--- config.mk ---
export PLATFORM = sky130hd
export DESIGN_NAME = bitmap_encoder_8x3
export DESIGN_NICKNAME = d
export VERILOG_FILES = /design/src/rtl/bitmap_encoder_8x3.sv
export SDC_FILE = /design/constraint.sdc
export NUM_CORES = 1
export LEC_CHECK = 0
export BUFFER_PORTS_ARGS = -buffer_cell sky130_fd_sc_hd__buf_4
export CAP_MARGIN = 40
export CORE_UTILIZATION = 40
export DETAILED_ROUTE_END_ITERATION = 12
export GPL_TIMING_DRIVEN = 1
export HOLD_SLACK_MARGIN = 0.08
export SLEW_MARGIN = 0
export SYNTH_ARGS = -nofsm -noshare
export SYNTH_HDL_FRONTEND = slang
export SYNTH_SLANG_ARGS = --single-unit
--- constraint.sdc ---
create_clock -name clk -period 3.1 [get_ports clk]
set_input_delay 0.155 -clock clk [delete_from_list [all_inputs] [get_ports clk]]
set_output_delay 0.155 -clock clk [all_outputs]
set_load 0.02 [all_outputs]
--- src/rtl/bitmap_encoder_8x3.sv ---
// Serialises a multi-hot 8-bit bitmap into ascending 3-bit indices, one per output handshake.
// An all-zero bitmap is consumed without producing a beat and flagged on zero_drop.
module bitmap_encoder_8x3 #(
    parameter int unsigned SIZE_IN  = 8,
    parameter int unsigned SIZE_OUT = 3
) (
    input  logic                clk,
    input  logic                rst,
    input  logic                in_valid,
    output logic                in_ready,
    input  logic [SIZE_IN-1:0]  in_vec,
    output logic                out_valid,
    input  logic                out_ready,
    output logic [SIZE_OUT-1:0] out_idx,
    output logic                out_last,
    output logic                zero_drop
);

    typedef enum logic {
        IDLE = 1'b0,
        EMIT = 1'b1
    } state_t;

    state_t              state;
    logic [SIZE_IN-1:0]  pending;
    logic [SIZE_IN-1:0]  pending_rest;

    // Clearing the lowest set bit is exactly clearing the bit at out_idx.
    assign pending_rest = pending & (pending - SIZE_IN'(1));

    assign in_ready  = (state == IDLE) && !rst;
    assign out_valid = (state == EMIT);
    assign out_last  = (pending != '0) && (pending_rest == '0);

    // Lowest set bit wins; scanning downward lets the lowest index overwrite.
    always_comb begin
        out_idx = '0;
        for (int i = SIZE_IN - 1; i >= 0; i--) begin
            if (pending[i]) begin
                out_idx = SIZE_OUT'(i);
            end
        end
    end

    always_ff @(posedge clk or posedge rst) begin
        if (rst) begin
            state     <= IDLE;
            pending   <= '0;
            zero_drop <= 1'b0;
        end else begin
            zero_drop <= 1'b0;
            case (state)
                IDLE: begin
                    if (in_valid) begin
                        if (in_vec != '0) begin
                            pending <= in_vec;
                            state   <= EMIT;
                        end else begin
                            zero_drop <= 1'b1;
                        end
                    end
                end
                EMIT: begin
                    if (out_ready) begin
                        if (out_last) begin
                            pending <= '0;
                            state   <= IDLE;
                        end else begin
                            pending <= pending_rest;
                        end
                    end
                end
                default: begin
                    state   <= IDLE;
                    pending <= '0;
                end
            endcase
        end
    end

endmodule

Yosys cells after proc, flatten, opt, wreduce, memory -nomap -nowiden. Index checks and enable logic that the tools add are counted.

Word-level logic and storage cells: 37. Flip-flop bits (word level): 10. Output and inout bits: 7. Input port bits: 12.

Muxes and demuxes: 21. Reductions and logical operators: 7. $add $sub $neg: 1. Equality and inequality tests: 3. Bitwise gates (word level): 2.

Operators with widths (count): $mux W8 (4); $mux W3 (8); $pmux W8 S2 (1); $reduce_bool A8 Y1 (2); $and A8 B8 Y8 (1); $logic_not A8 Y1 (1); $sub A8 B1 Y8 const B (1); $mux W1 (7); $ne A2 B2 Y1 const B (2); $reduce_and A3 Y1 (1); $logic_and A1 B1 Y1 (2); $ne A2 B1 Y1 const B (1); $pmux W1 S2 (1); $logic_not A1 Y1 (1); $not A1 Y1 (1).

Depth between registers and ports, before layout.
Depth in word-level cells: 8. Gate-level depth with buffers: 7. Gate-level depth less buffers: 5.

Worst setup path before layout. No wires, ideal clock.

Path kind: reg-to-reg. Start point: reg state, in the netlist out_valid. End point: reg pending[7]. Clock period less this slack: 1.462 ns. Setup time: 0.121 ns. Arrival: 1.341 ns. Data required time: 2.979 ns. Cell stages (with the launch flop): 8. Setup slack: 1.638 ns. Buffers on the path: 2. Cells stage by stage: dfrtp_1 clkbuf_1 nor2b_1 buf_2 o21ai_4 nand2_4 nand2_1 a22o_1.

Longest elaborated chain between the ends: 3. Elaborated cells on any way between the ends: 6. Those cells by class: 3 x eq/ne; 1 x mux; 1 x bitwise; 1 x reduce/logical.

RTL lines: start, declared (RTL line 24) `state_t state;`; start signal, assigned (RTL line 47) `state <= IDLE;`; start signal, assigned (RTL line 57) `state <= EMIT;`; start signal, assigned (RTL line 67) `state <= IDLE;`; $not A1 Y1; $ne A2 B1 Y1 (no source line) / $ne A2 B2 Y1 (equally long branches); $reduce_and A3 Y1 (no source line); end signal, assigned (RTL line 56) `pending <= in_vec;`; end signal, assigned (RTL line 69) `pending <= pending_rest;`; end, declared (RTL line 25) `logic [SIZE_IN-1:0] pending;`.

Parallel ways exist; a longest one is shown, timed or not. A chain may end at the register's enable or synchronous reset.

Final worst setup path.
Start point: reg pending[1]. End point: out out_last.

Longest elaborated chain between the ends: 4. Elaborated cells on any way between the ends: 5. Those cells by class: 1 x add/sub; 1 x bitwise; 3 x reduce/logical.

RTL lines: $sub A8 B1 Y8 (RTL line 29) `assign pending_rest = pending & (pending - SIZE_IN'(1));`; $and A8 B8 Y8 (RTL line 29); $logic_not A8 Y1 (RTL line 33) `assign out_last = (pending != '0) && (pending_rest == '0);`; $logic_and A1 B1 Y1 * (RTL line 33); end, declared (RTL line 15) `output logic out_last,`.

Every way passes the cells marked *; elsewhere a longest branch is shown, timed or not.

==> results.ini <==
[grt]
grtUsageTotal=0.188
use_met1=0.269
grt_use_met2=0.270
grt_pass1_wl_mm=2.59
grt_max_degree=12
grt_overflow_total=0
grt_pass1_vias=580
met3_usage=0.0809
antenna_found_initial=0
busiest_layer=met2

[detailed_routing]
routed_via_density=5.65
wirelength_mm=1.50
wire_per_inst_um=13.6
dr.pass1.iters=4
drc_errors=0
vias=621
dr.first_iter.drc_count=10
ant_nets=0

[sta]
post-route-period-util=0.582
hold_violations=0
min_period_ps=1810
setup_tns_ps=0
finClkSkew_ps=0.515
hold-worst-slack_ps=112
worst_pin_slew_ps=715
rsz0062_at_grt=no
slew_headroom=0.522
slew_viol_final=0
setup_violations=0
fmax_mhz=554

[clocking]
clock-sinks=10
cts_buffers=3
htreeDepth=1
worst_skew_pair.late_latency_ps=260
cts_tree=yes
ctsRootBufferMaster=clkbuf_4
cts_setup_buffers=0
clockBufferDepth=2
clk_pin_slew_ps=60

[logic_synthesis]
synthCells=76
synth_edf_count=0
synth_fp_nets=88
netlist_area_um2=668
yosys_most_used_dff=dfrtp_1
yosysSeqAreaShare=0.375
ys_seq_elements=10
synth_cell_types=31
syn_avg_cell_area_um2=8.79
ys_warn_count=0
synth_async_sr_flop_share=1.00

[cells_and_area]
fin_util=0.550
drive_gt1_frac=0.319
final_cell_mix=buf_4, nand2_1, dfrtp_1
final_common_cell=buf_4
num-nets-final=107
antenna_cells=0
syn_to_final_growth_pct=26.8
layout.cells.non_filler=110

[power_and_ir_drop]
netSwitchingPower_mw=0.439
p_sw_frac=0.461
power.internal_mw=0.513
p_seq_frac=0.315
p_clk_frac=0.117
peakVddDrop_mv=0.598
combPwrFrac=0.567
p_leak_nw=0.391
p_per_area_nw_per_um2=1120

[place]
dp_hpwl_mm=1.20
gp_congestion=0.842
dp_cells=105
place.port_buffers=18

[hold_path]
min_to=pending[6]$_DFFE_PP0P_
worstHoldPathCells=2
hp-class=input port to register
worst_hold_startpoint=in_vec[6]

[floorplan]
dieHeight_um=42.9
start_util=0.433
core_area_um2=1540
die_width_um=42.9
fp-row-count=14
ios=19
dieArea_um2=1840

[critical_path]
cp-end-kind=output port
path_class=register to output port
r2r-end=pending[5]$_DFFE_PP0P_
cp_max_fo=6
r2r_setup_slack_ps=1340
crit_required_ps=2940
r2r_cells=5
critPathLaunchType=register
timing.rr.start=out_valid$_DFF_PP0_
arrival_ps=1650

[run]
drv_cap=0

[status]
status=finished, final reports clean

-- kinds of logic (layout without fill, tap and decap cells) --
family | after synthesis | in the layout | synth area share
xor+xnor | 1 | 1 | 0.0131
compound gates | 24 | 24 | 0.277
buf+inv | 9 | 27 | 0.0562
flops | 10 | 10 | 0.375
simple gates | 32 | 32 | 0.279
-- synth_stat cells (3+ instances only) --
library cell	count	area (um^2)
o21ai_0	5	25.0
nor2_1	6	22.5
nor4b_1	4	35.0
a32o_1	3	30.0
dfrtp_1	10	250
nand2_1	11	41.3
a22o_1	3	26.3
inv_1	4	15.0
-- state kept, by name (all words and copies together) (netlist names) --
signal     count
pending        8
out_valid      1
zero_drop      1
-- per-layer routing --
metal | up-vias | wire (um)
li1 | 316 | -
met1 | 293 | 762
met2 | 12 | 662
met3 | 0 | 72
met4 | 0 | 0
met5 | - | 0
-- power by group through the flow --
stage / Combinational, mW / Clock [mW] / Sequential (mW)
after global routing: 0.595 / 0.122 / 0.316
after global placement: 0.546 / 0 / 0.300
final: 0.540 / 0.112 / 0.300
after detailed placement: 0.542 / 0 / 0.304
after floorplan: 0.429 / 0 / 0.241
after CTS: 0.545 / 0.116 / 0.301
-- area by class of cell --
class / instances / area [um^2]
fill: 157 / 694
multi-input combinational: 57 / 380
sequential: 10 / 250
timing repair buffer: 19 / 145
clock buffer: 4 / 36.3
tap: 16 / 20.0
inverter: 4 / 15.0
-- repair_timing --
| item | in CTS | in global routing |
|---|---|---|
| endpoints found under the hold margin | 10 | 0 |
| hold buffers | 1 | 0 |
| resized for setup | 0 | 0 |
-- worst max-delay path by stage --
stage | startpoint | endpoint
after floorplan | out_valid$_DFF_PP0_ | pending[7]$_DFFE_PP0P_
after global placement | out_valid$_DFF_PP0_ | pending[5]$_DFFE_PP0P_
after detailed placement | out_valid$_DFF_PP0_ | pending[5]$_DFFE_PP0P_
after CTS | pending[4]$_DFFE_PP0P_ | out_last
after global routing | pending[4]$_DFFE_PP0P_ | out_last
final | pending[1]$_DFFE_PP0P_ | out_last
-- critical path, cell delays in order, from the launching register on --
cell	delay [ps]
dfrtp_1	460
xor2_1	190
o211ai_1	180
a21boi_0	130
or2_2	280
buf_4	160
-- through the flow --
stage                     power (mW)  worst slack (ps)  area (um^2)
after CTS                      0.962              1250          847
after detailed placement       0.846              1360          801
after global routing            1.03              1090          847
final                          0.952              1290          847
after global placement         0.846              1370          801
after floorplan                0.670              1640          668
No activity file was read; power rests on OpenSTA's default activity.
